===== src/rtl/prog_loader.sv =====
// prog_loader: push-button program loader for the CPU RAM write port.
// Hex digits are shifted into a 32-bit entry word. Each commit writes that
// word to the next word address. While loading, the core is held in reset;
// a run command releases the RAM port and enables the core.
// Optional feature: define PROG_LOADER_DEBOUNCE_EN to put a per-button
// debounce counter between the synchronizer and the edge detector.
module prog_loader #(
    parameter int MEM_BYTES       = 4096,
    parameter int DEBOUNCE_CYCLES = 16
) (
    input  logic        clk,
    input  logic        rst,
    input  logic [19:0] pb,
    output logic        mem_en,
    output logic        mem_we,
    output logic [31:0] mem_addr,
    output logic [31:0] mem_wdata,
    output logic        cpu_en,
    output logic        cpu_rst,
    output logic [31:0] disp_value,
    output logic        full
);

    typedef enum logic [1:0] {
        LOAD  = 2'd0,
        WRITE = 2'd1,
        RUN   = 2'd2
    } state_t;

    localparam logic [31:0] LAST_ADDR = 32'(MEM_BYTES - 4);

    localparam int BTN_COMMIT = 16;
    localparam int BTN_CLEAR  = 17;
    localparam int BTN_RUN    = 18;
    localparam int BTN_LOAD   = 19;

    // Reject parameter values that cannot describe a working loader.
    if (MEM_BYTES < 4 || DEBOUNCE_CYCLES < 1) begin : g_bad_param
        $error("prog_loader: MEM_BYTES must be >= 4 and DEBOUNCE_CYCLES >= 1");
    end

    logic [19:0] sync1_reg;
    logic [19:0] sync2_reg;
    logic [1:0]  warm_reg;
    logic [19:0] arm_reg;
    logic [19:0] level;
    logic [19:0] prev_reg;
    logic [19:0] pulse_reg;

    state_t      state_reg, state_next;
    logic [31:0] entry_reg, entry_next;
    logic [31:0] addr_reg, addr_next;
    logic        full_reg, full_next;

    logic        digit_hit;
    logic [3:0]  digit_val;

    // Two-flop synchronizer plus arming. A button only becomes eligible for
    // a press once it has been seen released after the synchronizer has
    // filled, so a button held across reset never produces a pulse.
    always_ff @(posedge clk) begin
        if (rst) begin
            sync1_reg <= '0;
            sync2_reg <= '0;
            warm_reg  <= '0;
            arm_reg   <= '0;
        end else begin
            sync1_reg <= pb;
            sync2_reg <= sync1_reg;
            warm_reg  <= {warm_reg[0], 1'b1};
            arm_reg   <= arm_reg | ({20{warm_reg[1]}} & ~sync2_reg);
        end
    end

`ifdef PROG_LOADER_DEBOUNCE_EN
    localparam int CW = $clog2(DEBOUNCE_CYCLES + 1);

    genvar gi;
    for (gi = 0; gi < 20; gi++) begin : g_db
        logic [CW-1:0] cnt_reg;
        logic          db_reg;

        // Debounced level follows the synchronized input only after it has
        // disagreed for DEBOUNCE_CYCLES consecutive samples.
        always_ff @(posedge clk) begin
            if (rst) begin
                cnt_reg <= '0;
                db_reg  <= 1'b0;
            end else if (sync2_reg[gi] == db_reg) begin
                cnt_reg <= '0;
            end else if (cnt_reg == CW'(DEBOUNCE_CYCLES - 1)) begin
                db_reg  <= sync2_reg[gi];
                cnt_reg <= '0;
            end else begin
                cnt_reg <= cnt_reg + CW'(1);
            end
        end

        assign level[gi] = db_reg;
    end
`else
    genvar gi;
    for (gi = 0; gi < 20; gi++) begin : g_nodb
        assign level[gi] = sync2_reg[gi];
    end
`endif

    // Rising-edge detector: registered one-cycle pulse per press.
    always_ff @(posedge clk) begin
        if (rst) begin
            prev_reg  <= '0;
            pulse_reg <= '0;
        end else begin
            prev_reg  <= level;
            pulse_reg <= level & ~prev_reg & arm_reg;
        end
    end

    // Digit decode: scanning downward lets the lowest pressed digit win.
    always_comb begin
        digit_hit = 1'b0;
        digit_val = 4'd0;
        for (int i = 15; i >= 0; i--) begin
            if (pulse_reg[i]) begin
                digit_hit = 1'b1;
                digit_val = 4'(i);
            end
        end
    end

    // State and datapath registers.
    always_ff @(posedge clk) begin
        if (rst) begin
            state_reg <= LOAD;
            entry_reg <= '0;
            addr_reg  <= '0;
            full_reg  <= 1'b0;
        end else begin
            state_reg <= state_next;
            entry_reg <= entry_next;
            addr_reg  <= addr_next;
            full_reg  <= full_next;
        end
    end

    // Next-state logic: one action per cycle, run > commit > clear > digit.
    always_comb begin
        state_next = state_reg;
        entry_next = entry_reg;
        addr_next  = addr_reg;
        full_next  = full_reg;
        case (state_reg)
            LOAD: begin
                if (pulse_reg[BTN_RUN]) begin
                    state_next = RUN;
                end else if (pulse_reg[BTN_COMMIT]) begin
                    // A commit while full still wins priority but does nothing.
                    if (!full_reg) begin
                        state_next = WRITE;
                    end
                end else if (pulse_reg[BTN_CLEAR]) begin
                    entry_next = '0;
                end else if (digit_hit) begin
                    entry_next = {entry_reg[27:0], digit_val};
                end
            end
            WRITE: begin
                state_next = LOAD;
                entry_next = '0;
                if (addr_reg == LAST_ADDR) begin
                    full_next = 1'b1;
                end else begin
                    addr_next = addr_reg + 32'd4;
                end
            end
            RUN: begin
                if (pulse_reg[BTN_LOAD]) begin
                    state_next = LOAD;
                    entry_next = '0;
                    addr_next  = '0;
                    full_next  = 1'b0;
                end
            end
            default: begin
                state_next = LOAD;
            end
        endcase
    end

    // Outputs decoded from the current state.
    always_comb begin
        mem_en  = (state_reg != RUN);
        mem_we  = (state_reg == WRITE);
        cpu_en  = (state_reg == RUN);
        cpu_rst = (state_reg != RUN);
    end

    assign mem_addr   = addr_reg;
    assign mem_wdata  = entry_reg;
    assign disp_value = entry_reg;
    assign full       = full_reg;

endmodule


===== config.mk =====
export PLATFORM = sky130hd
export DESIGN_NAME = prog_loader
export DESIGN_NICKNAME = d
export VERILOG_FILES = /design/src/rtl/prog_loader.sv
export SDC_FILE = /design/constraint.sdc
export NUM_CORES = 1
export LEC_CHECK = 0
export CAP_MARGIN = 20
export CORE_MARGIN = 5
export CORE_UTILIZATION = 30
export CTS_BUF_LIST = sky130_fd_sc_hd__clkbuf_4 sky130_fd_sc_hd__clkbuf_8
export CTS_CLUSTER_SIZE = 14
export DETAILED_ROUTE_END_ITERATION = 8
export GPL_ROUTABILITY_DRIVEN = 0
export MAX_ROUTING_LAYER = met4
export PLACE_DENSITY = 0.55
export SYNTH_ARGS = -nofsm -noshare
export SYNTH_HDL_FRONTEND = slang
export SYNTH_SLANG_ARGS = --single-unit

===== constraint.sdc =====
create_clock -name clk -period 3.6 [get_ports clk]
set_clock_uncertainty 0.15 [all_clocks]
set_input_delay 0.72 -clock clk [delete_from_list [all_inputs] [get_ports clk]]
set_output_delay 0.72 -clock clk [all_outputs]
set_load 0.1 [all_outputs]

# --- Word level (Yosys, flattened, before mapping) ---
# Cells that the tools add are included.
word_totals:
  regBits: 169
  in_bits: 22
  out_inout_bits: 101
  wordCells: 86
op_classes:
  n_addsub: 1
  n_eq_ne: 12
  mux: 49
  bitwise_logic: 6
  n_reduce_logical: 7
ops:
  columns: ["op", "n"]
  rows:
  - ["$mux 32", 6]
  - ["$pmux 32 s3", 1]
  - ["$mux 4", 16]
  - ["$pmux 32 s2", 1]
  - ["$and 20x20->20", 3]
  - ["$not 20->20", 2]
  - ["$add 32x3->32 const B", 1]
  - ["$eq 32x12->1 const B", 1]
  - ["$or 20x20->20", 1]
  - ["$mux 1", 19]
  - ["$ne 3x3->1 const B", 3]
  - ["$reduce_and 3->1", 3]
  - ["$mux 2", 4]
  - ["$ne 2x2->1 const B", 4]
  - ["$reduce_and 5->1", 1]
  - ["$ne 2x1->1 const B", 2]
  - ["$pmux 2 s2", 1]
  - ["$reduce_bool 3->1", 1]
  - ["$eq 2x1->1 const B", 1]
  - ["$eq 2x2->1 const B", 1]
  - ["$logic_not 2->1", 1]
  - ["$pmux 1 s2", 1]
  - ["$reduce_bool 2->1", 1]

# --- Longest topological paths before layout ---
depth:
  ltp_word: 21
  ltp_mapped: 8
  depth_no_buf: 7

# --- Worst setup path after synthesis ---
# OpenSTA, ideal clock, no wires.
synth_path:
  path_kind: "register to output"
  startpoint: "register state_reg[0]"
  endpoint: "output port mem_en"
  t_arrival_ns: 2.474
  t_required_ns: 2.730
  slack_ns: 0.256
  stages_incl_launch_ff: 5
  path_buffers: 1
  path_cell_list: "dfxtp_1 -> inv_1 -> ha_1 -> inv_1 -> buf_4"
synth_via:
  elab_chain_cells: 1
synth_rtl:
  columns: ["item", "line", "rtl"]
  rows:
  - ["start: declaration", "50", "state_t state_reg, state_next;"]
  - ["start signal: assignment", "139", "state_reg <= state_next;"]
  - ["$ne 2x2->1", null, null]
  - ["end: declaration", "14", "output logic mem_en,"]
# No other way between the ends.

# --- Worst setup path in the final report ---
layout_path:
  startpoint: "register entry_reg[26], in the netlist disp_value[26]"
  endpoint: "output port disp_value[26]"
layout_rtl:
  columns: ["item", "line", "rtl"]
  rows:
  - ["start: declaration", "51", "logic [31:0] entry_reg, entry_next;"]
  - ["start signal: assignment", "140", "entry_reg <= entry_next;"]
  - ["end: declaration", "20", "output logic [31:0] disp_value,"]
# No word-level cell between the ends.

==> results.json <==
{
  "netlist_top_cells_area": "dfxtp_1 53%, a21oi_1 4.8%, nor2_1 4.4%, buf_4 4.3%, nor2b_1 4.1%",
  "hold_path.class": "reg -> reg",
  "global_route.usage.total": 0.117,
  "critPathMaxFanout": 4,
  "routed_wire_length_per_instance_um": 13.1,
  "drt-initial-drc-count": 242,
  "finalHoldViolations": 0,
  "cts-buffers-inserted": 17,
  "grt_antenna_before_repair": 0,
  "p_leak_nw": 2.85,
  "critical_path.endpoint_type": "primary output",
  "grt_pass1_wl_um": 22300,
  "placeableCoreArea_um2": 20800,
  "die-area_um2": 24000,
  "synthToLayoutAreaGrowth_pct": 21.9,
  "final_setup_violation_count": 0,
  "fin_crit_sh": 0.794,
  "floorplan.initialDensity": 0.302,
  "kind_of_cell_adding_the_most_delay_to_the_critical_path": "buffers and inverters",
  "largest_register_ffs": 32,
  "synth_sequential_area_ratio": 0.531,
  "tritoncts": "done",
  "fp-row-count": 53,
  "clock_pin_slew_reported_for_the_worst_setup_and_hold_paths_after_clock_tree_synthesis_ps": 100,
  "drt_pre_antenna_iters": 4,
  "drv_slew": 0,
  "clock_sinks": 167,
  "postLayoutCellArea_um2": 7680,
  "grt_overflow_total": 0,
  "synth_enable_flop_cells": 0,
  "synth_warnings": 0,
  "path_buf_inv": 1,
  "status": "complete, no violations",
  "achievable-frequency_mhz": 350,
  "floorplan.die.width_um": 155,
  "synth_largest_area_cell": "dfxtp_1",
  "max_stage_delay_ps": 1150,
  "top_level_ports": 123,
  "ant_nets": 0,
  "dp_hpwl_um": 9190,
  "clock_network_latency_to_the_later_pin_of_the_worst_skew_pair_ps": 460,
  "power.ir.vdd_worst_mv": 0.208,
  "vias_per_cell": 4.50,
  "async_flop_share": 0,
  "start_kind": "flip-flop",
  "syn-cell-area_um2": 6300,
  "cts_hold_buffers": 0,
  "routed_wl_um": 13600,
  "worstPathCellList": "clkdlybuf4s50_1",
  "timing.critical_path.slowest_stage_cell": "clkdlybuf4s50_1",
  "worst-endpoint-required_ps": 2730,
  "finalNetCount": 781,
  "remaining_drc_errors": 0,
  "hold-worst-slack_ps": 248,
  "die_y_um": 155,
  "ctsResizeCount": 0,
  "ctsHtreeMaxLevel": 4,
  "criticalPathCategory": "reg -> out",
  "setup_total_negative_slack_ps": 0,
  "synthesis.instances": 679,
  "largest_net_degree_at_the_start_of_global_routing": 71,
  "cts_setup_buffers": 0,
  "first_global_vias": 4326,
  "post_route_cells_drive_above_1_share": 0.173,
  "maxSlewHeadroom": 0.350,
  "ys_types": 56,
  "routed-via-count": 4687,
  "max-clock-path-buffers": 2,
  "synth_top_cells_by_count": "167 x dfxtp_1, 74 x nor2_1, 60 x a21oi_1",
  "synthMostInstantiatedCell": "dfxtp_1",
  "r2r_setup_slack_ps": 1100,
  "synth.ff_latch_count": 167,
  "totalPowerFinal_mw": 3.44,
  "placedInstanceArea_um2": 7260,
  "cap_viol_max_count": 0,
  "antenna_cells": 0,
  "numPortBuffers": 120,
  "worst-endpoint-arrival_ps": 1990,
  "yosys.area.top_type_share": 0.531,
  "clk_root_buffer_cell": "clkbuf_8",
  "cellPowerDensity_nw_per_um2": 448,
  "rsz0062_at_grt": "false",
  "syn_area_per_cell_um2": 9.28,
  "worst_pin_slew_ps": 972,
  "synth-main-ff-cell": "dfxtp_1",
  "fin_crit_ps": 2860
}
## final cells by class
class / instances / area, um2
Clock buffer: 17 / 234
Clock inverter: 15 / 180
Fill cell: 2170 / 13100
Inverter: 31 / 116
Multi-Input combinational cell: 412 / 2420
Sequential cell: 167 / 3340
Tap cell: 275 / 344
Timing Repair Buffer: 125 / 1040
## metal layers
layer / vias to the layer above / share of wire / GRT usage / wire, um
met5: - / 0 / - / 0
met4: 0 / 0.011 / 0.0341 / 156
met3: 13 / 0.051 / 0.0387 / 696
met2: 92 / 0.46 / 0.178 / 6260
met1: 2161 / 0.48 / 0.149 / 6500
li1: 2421 / - / - / -
## cell families after synthesis
family	share of synthesized area
and+or+nand+nor	0.250
DFF	0.531
buffers and inverters	0.0864
AOI/OAI and AO/OA	0.0886
xor gates and xnor gates	0.0292
adders and majority gates	0.00993
muxes	0.00497
other	0.000595
## metrics by stage
stage               utilization  std cells  setup slack [ps]
global route              0.369       1042               627
floorplan                     -        680               256
CTS                       0.369       1042               689
global placement          0.349       1010              1100
detailed placement        0.349       1010              1090
finish                    0.369       1042               741
## power by group
group / total (mW) / internal, mW / switching [mW]
Clock: 1.34 / 0.534 / 0.805
Sequential: 1.91 / 1.89 / 0.0200
Combinational: 0.190 / 0.0663 / 0.124
Total: 3.44 / 2.49 / 0.949
## final timing paths
| path | startpoint | end | depth (start not counted) |
|---|---|---|---|
| setup / recovery | disp_value[26] | disp_value[26] | 1 |
| hold reg to reg | prev_reg[11] | pulse_reg[11] | 1 |
| hold / removal | prev_reg[11] | pulse_reg[11] | 1 |
| setup reg to reg | pulse_reg[7] | disp_value[1] | 5 |
## placed cells by master (no fill, tap or decap), drive strengths merged, types with 2 or more instances in the layout
| cell | netlist | routed |
|---|---|---|
| dfxtp | 167 | 167 |
| buf | 53 | 85 |
| nor2 | 75 | 75 |
| a21oi | 62 | 62 |
| nand2 | 45 | 45 |
| nor2b | 41 | 41 |
| clkdlybuf4s50 | 0 | 40 |
| nand3 | 38 | 38 |
| inv | 31 | 38 |
| nor4b | 20 | 20 |
| clkbuf | 17 | 17 |
| nand4 | 17 | 17 |
| nor3 | 12 | 12 |
| xnor2 | 12 | 12 |
| o21ai | 12 | 12 |
| nor4 | 11 | 11 |
| xor2 | 9 | 9 |
| clkinv | 0 | 7 |
| and4 | 6 | 6 |
| and3 | 5 | 5 |
| or3 | 5 | 5 |
| ha | 5 | 5 |
| or4 | 4 | 4 |
| nand2b | 4 | 4 |
| o31ai | 3 | 3 |
| o211ai | 3 | 3 |
| and2 | 2 | 2 |
| mux2i | 2 | 2 |
| conb | 1 | 2 |
(Power assumes the default switching activity.)
